--- src/rtl/cc_mem_write_buffer.sv ---
// Two-entry store buffer between the datapath and main memory.
// Drains entries through a WE/ACK handshake and flags reads that hit pending stores.
module cc_mem_write_buffer #(
    parameter int unsigned DATAWIDTH_BUS  = 32,
    parameter int unsigned DATAWIDTH_ADDR = 16
) (
    input  logic                      CC_MEM_WRITE_CLOCK_50,
    input  logic                      CC_MEM_WRITE_RESET_InLow,
    input  logic                      CC_MEM_WRITE_WR,
    input  logic [DATAWIDTH_ADDR-1:0] CC_MEM_WRITE_InADDR,
    input  logic [DATAWIDTH_BUS-1:0]  CC_MEM_WRITE_InBUS,
    input  logic [DATAWIDTH_ADDR-1:0] CC_MEM_WRITE_RDADDR,
    input  logic                      CC_MEM_WRITE_MemACK,
    output logic                      CC_MEM_WRITE_MemWE,
    output logic [DATAWIDTH_ADDR-1:0] CC_MEM_WRITE_MemADDR,
    output logic [DATAWIDTH_BUS-1:0]  CC_MEM_WRITE_MemDATA,
    output logic                      CC_MEM_WRITE_FULL,
    output logic                      CC_MEM_WRITE_EMPTY,
    output logic                      CC_MEM_WRITE_HIT
);

    localparam logic [1:0] ST_IDLE    = 2'd0;
    localparam logic [1:0] ST_WRITE   = 2'd1;
    localparam logic [1:0] ST_RECOVER = 2'd2;

    logic [1:0]                state_q, state_d;
    logic [1:0]                count_q;
    logic                      wr_ptr_q, rd_ptr_q;
    logic [DATAWIDTH_ADDR-1:0] addr_q [2];
    logic [DATAWIDTH_BUS-1:0]  data_q [2];
    logic                      mem_we_q;
    logic [DATAWIDTH_ADDR-1:0] mem_addr_q;
    logic [DATAWIDTH_BUS-1:0]  mem_data_q;

    logic push, pop, load;

    // A push is refused whenever the buffer is full, even if this edge also pops.
    assign push = CC_MEM_WRITE_WR && (count_q != 2'd2);
    assign pop  = (state_q == ST_WRITE) && CC_MEM_WRITE_MemACK;
    assign load = (state_q == ST_IDLE) && (count_q != 2'd0);

    always_comb begin
        state_d = state_q;
        case (state_q)
            ST_IDLE:    if (load) state_d = ST_WRITE;
            ST_WRITE:   if (pop) state_d = ST_RECOVER;
            ST_RECOVER: state_d = ST_IDLE;
            default:    state_d = ST_IDLE;
        endcase
    end

    always_ff @(posedge CC_MEM_WRITE_CLOCK_50 or negedge CC_MEM_WRITE_RESET_InLow) begin
        if (!CC_MEM_WRITE_RESET_InLow) begin
            state_q    <= ST_IDLE;
            count_q    <= 2'd0;
            wr_ptr_q   <= 1'b0;
            rd_ptr_q   <= 1'b0;
            addr_q[0]  <= '0;
            addr_q[1]  <= '0;
            data_q[0]  <= '0;
            data_q[1]  <= '0;
            mem_we_q   <= 1'b0;
            mem_addr_q <= '0;
            mem_data_q <= '0;
        end else begin
            state_q <= state_d;
            if (push) begin
                addr_q[wr_ptr_q] <= CC_MEM_WRITE_InADDR;
                data_q[wr_ptr_q] <= CC_MEM_WRITE_InBUS;
                wr_ptr_q         <= ~wr_ptr_q;
            end
            if (pop) begin
                rd_ptr_q <= ~rd_ptr_q;
                mem_we_q <= 1'b0;
            end
            if (push && !pop) begin
                count_q <= count_q + 2'd1;
            end else if (pop && !push) begin
                count_q <= count_q - 2'd1;
            end
            if (load) begin
                mem_we_q   <= 1'b1;
                mem_addr_q <= addr_q[rd_ptr_q];
                mem_data_q <= data_q[rd_ptr_q];
            end
        end
    end

    // The head entry stays valid while it is being written, so it still counts for hazards.
    always_comb begin
        CC_MEM_WRITE_HIT = 1'b0;
        if (count_q != 2'd0 && addr_q[rd_ptr_q] == CC_MEM_WRITE_RDADDR) begin
            CC_MEM_WRITE_HIT = 1'b1;
        end
        if (count_q == 2'd2 && addr_q[~rd_ptr_q] == CC_MEM_WRITE_RDADDR) begin
            CC_MEM_WRITE_HIT = 1'b1;
        end
    end

    assign CC_MEM_WRITE_MemWE   = mem_we_q;
    assign CC_MEM_WRITE_MemADDR = mem_addr_q;
    assign CC_MEM_WRITE_MemDATA = mem_data_q;
    assign CC_MEM_WRITE_FULL    = (count_q == 2'd2);
    assign CC_MEM_WRITE_EMPTY   = (count_q == 2'd0);

endmodule

--- config.mk ---
export PLATFORM = sky130hd
export DESIGN_NAME = cc_mem_write_buffer
export DESIGN_NICKNAME = d
export VERILOG_FILES = /design/src/rtl/cc_mem_write_buffer.sv
export SDC_FILE = /design/constraint.sdc
export NUM_CORES = 1
export LEC_CHECK = 0
export CORE_ASPECT_RATIO = 2
export CORE_MARGIN = 2
export CORE_UTILIZATION = 40
export DETAILED_ROUTE_END_ITERATION = 12
export RECOVER_POWER = 100
export REMOVE_ABC_BUFFERS = 1
export SLEW_MARGIN = 20
export SYNTH_ARGS = -nofsm -noshare
export SYNTH_HDL_FRONTEND = slang
export SYNTH_SLANG_ARGS = --single-unit
--- constraint.sdc ---
create_clock -name CC_MEM_WRITE_CLOCK_50 -period 5.3 [get_ports CC_MEM_WRITE_CLOCK_50]
set_input_delay 1.06 -clock CC_MEM_WRITE_CLOCK_50 [delete_from_list [all_inputs] [get_ports CC_MEM_WRITE_CLOCK_50]]
set_output_delay 1.06 -clock CC_MEM_WRITE_CLOCK_50 [all_outputs]
set_load 0.02 [all_outputs]
# Word level (Yosys, flattened, before mapping)
# Cells that the tools add are included.
# word_totals
regBits,151
inputBits,68
output_inout_bits,52
# classes
addsub,2
magnitude_cmp,4
eq_ne,7
n_mux,24
bitwise_logic,5
reduce_logical,16
# op_table
op,n
$mux 32,4
$mux 16,7
$bwmux 64,1
$bwmux 32,1
$demux 32 s1,1
$eq 16x16->1,2
$demux 16 s1,1
$logic_and 1x1->1,8
$mux 2,4
$ge 2x2->1 const B,3
$ne 2x2->1 const B,3
$not 1->2,3
$reduce_bool 2->1,3
$logic_not 2->1,2
$mux 1,4
$pmux 2 s2,1
$add 2x1->2 const B,1
$eq 2x1->1 const B,1
$eq 2x2->1 const B,1
$logic_not 1->1,2
$lt 2x1->1 const B,1
$not 1->1,2
$reduce_and 2->1,1
$sub 2x1->2 const B,1

# Logic depth before layout (Yosys ltp)
# depth
word_depth,8
depth_mapped,7
depth_no_buf,7

# Least setup slack after synthesis
# Ideal clock, no wire load.
# synth_path
path_type,input port to output port
from,input CC_MEM_WRITE_RDADDR[5]
to,output CC_MEM_WRITE_HIT
t_arrival_ns,1.983
t_required_ns,4.240
slack_ns,2.257
stages,4
n_path_buf,0
cell_sequence,xnor2_1 > nor4_1 > nand4_1 > o32ai_2
# synth_between
elab_chain_cells,4
elab_cells_between_ends,6
classes_between,2 x eq/ne; 2 x mux; 2 x reduce/logical
# synth_rtl
item,line,rtl
"start, declared",12,"input logic [DATAWIDTH_ADDR-1:0] CC_MEM_WRITE_RDADDR,"
$eq 16x16->1,92,if (count_q != 2'd0 && addr_q[rd_ptr_q] == CC_MEM_WRITE_RDADDR) begin
$logic_and 1x1->1,92,
$mux 1,92,
$mux 1 *,95,if (count_q == 2'd2 && addr_q[~rd_ptr_q] == CC_MEM_WRITE_RDADDR) begin
"end, declared",19,output logic CC_MEM_WRITE_HIT
# Every way passes the cells marked *; elsewhere a longest branch is shown, timed or not.

# Worst setup path in the final report
# layout_path
from,register rd_ptr_q
to,output CC_MEM_WRITE_HIT
# layout_between
elab_chain_cells,8
elab_cells_between_ends,15
classes_between,2 x eq/ne; 8 x mux; 3 x bitwise; 2 x reduce/logical
# layout_rtl
item,line,rtl
"start, declared",28,"logic wr_ptr_q, rd_ptr_q;"
"start signal, assigned",73,rd_ptr_q <= ~rd_ptr_q;
$not 1->2 (not written as such) / $not 1->1 (equally long branches),"92, 95",
$mux 16 (not written as such) / $not 1->2 (equally long branches),"92, 95",
$mux 16 (on tied branches) (2 in a row),"92, 95",
$eq 16x16->1 / $mux 16 (equally long branches),"92, 95",
$logic_and 1x1->1 / $eq 16x16->1 (equally long branches),"92, 95",
$mux 1 / $logic_and 1x1->1 (equally long branches),"92, 95",
$mux 1 *,95,
# Every way passes the cells marked *; elsewhere a longest branch is shown, timed or not. The select of a mux whose other input is x is not followed.

==> results.sh <==
export IMPL_wire_per_inst_um=17.3
export IMPL_die_area_sq_mm=0.0175
export IMPL_nNetsFinal=685
export IMPL_ys_warnings_count=0
export IMPL_synthesis_area_sq_mm=0.00658
export IMPL_io_pins=120
export IMPL_cpPeakStageDelay_ns=0.87
export IMPL_critPathLaunchType="flop"
export IMPL_core_region_area_sq_mm=0.0162
export IMPL_fin_crit_ns=4.61
export IMPL_initial_core_util=0.406
export IMPL_path_cells="buf_4 > mux2i_1 > xnor2_1 > nor4_1 > nand4_1 > o32ai_2 > clkdlybuf4s50_1"
export IMPL_synth_cell_types=27
export IMPL_setup_tns_ns=0
export IMPL_violations="max-capacitance violations, max-slew violations"
export IMPL_min_path_type="flop to flop"
export IMPL_cts_buffers=17
export IMPL_worst_path_max_fanout=37
export IMPL_arrival_ns=3.55
export IMPL_setup_violations=0
export IMPL_fin_crit_sh=0.869
export IMPL_post_cts_repair_setup_buffers=0
export IMPL_antenna_found_initial=0
export IMPL_clk_path_buf_depth=2
export IMPL_routed_via_density=4.99
export IMPL_cp_top_family="buffers and inverters"
export IMPL_peakVddDrop_uv=251
export IMPL_drt_iter0_markers=102
export IMPL_htree_num_levels=4
export IMPL_yosys_top_cells_area="dfrtp_1 (57%), mux2_2 (10%), mux2i_1 (9.4%)"
export IMPL_wl_um=14400
export IMPL_power_leakage_nw=3.71
export IMPL_slew_headroom=-0.960
export IMPL_grt_max_degree=112
export IMPL_synth_top_area_cell="dfrtp_1"
export IMPL_vias=4157
export IMPL_drtPass1Iterations=4
export IMPL_cts_hold_buf=0
export IMPL_area_growth_pct=29.0
export IMPL_place_ws_ns=0.920
export IMPL_num_antenna_cells=0
export IMPL_fin_worst_skew_ns=0.00842
export IMPL_critPathCaptureType="output port"
export IMPL_rsz0062_at_grt="false"
export IMPL_synth_common_cells="dfrtp_1 (151), mux2i_1 (62), mux2_2 (61), nand2_1 (52), mux2_1 (35)"
export IMPL_fin_total_pwr_w=0.00563
export IMPL_outcome="complete, but fails checks"
export IMPL_cts_sinks=151
export IMPL_track_usage=0.177
export IMPL_gp_congestion=0.747
export IMPL_fin_hold_ws_ns=0.463
export IMPL_cts_tree="built"
export IMPL_synthArstFlopShare=1.00
export IMPL_drive_gt1_frac=0.164
export IMPL_hold_viol_final=0
export IMPL_fin_ws_ns=0.692
export IMPL_netlist_area_leader_share=0.574
export IMPL_postRouteAntennaNets=0
export IMPL_die_w_um=94.7
export IMPL_crit_buf_inv=2
export IMPL_report_final_slew_viol_count=234
export IMPL_synth_edf_count=0
export IMPL_powerDensity_mw_per_mm2=663
export IMPL_synth_seq_area_share=0.574
export IMPL_port_buffers=119
export IMPL_placedCellCount=801
export IMPL_maxCapViolCount=3
export IMPL_ctsResizeCount=0
export IMPL_crit_type="flop to output port"
export IMPL_synth_most_common_cell="dfrtp_1"
export IMPL_path_clk_slew_ns=0.06
export IMPL_slowest_stage="dfrtp_4"
export IMPL_insertion_delay_ns=0.42
export IMPL_rows=66
export IMPL_syn_inst=500
export IMPL_grt_pass1_wl_um=23200
export IMPL_grt_pass1_vias=4454
export IMPL_cts_root_buf="clkbuf_16"
export IMPL_avgSynthCellArea_sq_um=13.2
export IMPL_fmax_mhz=217
export IMPL_ys_seq_elements=151
export IMPL_drc=0
export IMPL_grt_ovfl_total=0
export IMPL_instances_no_fill=833
export IMPL_die_h_um=185
export IMPL_synthFlopType="dfrtp_1"
export IMPL_worst_slew_pin_slew_ns=2.94
export IMPL_hpwl_um=9870
export IMPL_required_ns=4.24
-- report_power, final --
group          total, W  leakage (nW)  switching [W]  internal [W]
Combinational   0.00227          1.62        0.00113       0.00115
Clock           0.00120         0.283       0.000463      0.000737
Sequential      0.00215          1.81       0.000402       0.00175
Total           0.00563          3.71        0.00199       0.00363
-- cell usage in the layout (no fill, tap or decap), types with 5 or more instances in the layout --
master	instances
dfrtp_1	150
clkdlybuf4s50_1	65
mux2i_1	62
mux2_2	61
dlygate4sd3_1	53
nand2_1	52
o21ai_0	48
mux2_1	35
xnor2_1	34
clkbuf_16	17
nor4_1	6
nor2_1	5
clkinv_2	5
-- sequential cells by signal, indices dropped and copies added (netlist names) --
| name | flops |
|---|---|
| CC_MEM_WRITE_MemWE | 1 |
| wr_ptr_q | 1 |
| data_q | 64 |
| CC_MEM_WRITE_MemADDR | 16 |
| rd_ptr_q | 1 |
| state_q | 2 |
| addr_q | 32 |
| count_q | 2 |
| CC_MEM_WRITE_MemDATA | 32 |
-- metal layers --
| metal | wire length (um) | up-vias | track usage |
|---|---|---|---|
| li1 | - | 1974 | - |
| met1 | 5500 | 2076 | 0.197 |
| met2 | 7970 | 83 | 0.313 |
| met3 | 541 | 24 | 0.0391 |
| met4 | 422 | 0 | 0.0846 |
| met5 | 0 | - | 0 |
-- final cells by class --
cell class              instances  area, sq um
fillers                      1456         7700
flip-flops and latches        151         3780
multi-input cells             319         2630
repair buffers                125         1220
clock buffers                  19          433
well taps                     204          255
clock inverters                13          155
inverters                       2         7.51
-- path summary, 6_finish.rpt --
path / slack (ns) / endpoint / startpoint / cells after the start
hold / removal: 0.46 / state_q[0] / state_q[1] / 1
setup reg to reg: 1.67 / addr_q[4] / count_q[0] / 6
max in group asynchronous: 1.60 / addr_q[20] / CC_MEM_WRITE_RESET_InLow / 2
setup / recovery: 0.69 / CC_MEM_WRITE_HIT / rd_ptr_q / 7
min in group asynchronous: 1.48 / CC_MEM_WRITE_MemDATA[1] / CC_MEM_WRITE_RESET_InLow / 1
hold reg to reg: 0.46 / state_q[0] / state_q[1] / 1
-- through the flow --
stage	instance area, sq um	utilization
finish	8490	0.524
CTS	8520	0.527
global route	8490	0.524
floorplan	6420	-
global placement	7930	0.490
detailed placement	7930	0.490
-- cells by family (layout without fill, tap and decap cells) --
| logic type | Yosys count | count (layout) | share of synthesized area |
|---|---|---|---|
| adders and majority gates | 1 | 1 | 0.00190 |
| DFF | 151 | 151 | 0.574 |
| AOI/OAI and AO/OA | 50 | 50 | 0.0401 |
| and+or+nand+nor | 71 | 71 | 0.0466 |
| buffers and inverters | 30 | 159 | 0.0247 |
| xor gates and xnor gates | 37 | 37 | 0.0493 |
| muxes | 160 | 160 | 0.263 |
Note: power is estimated with default switching activity, not from simulation.
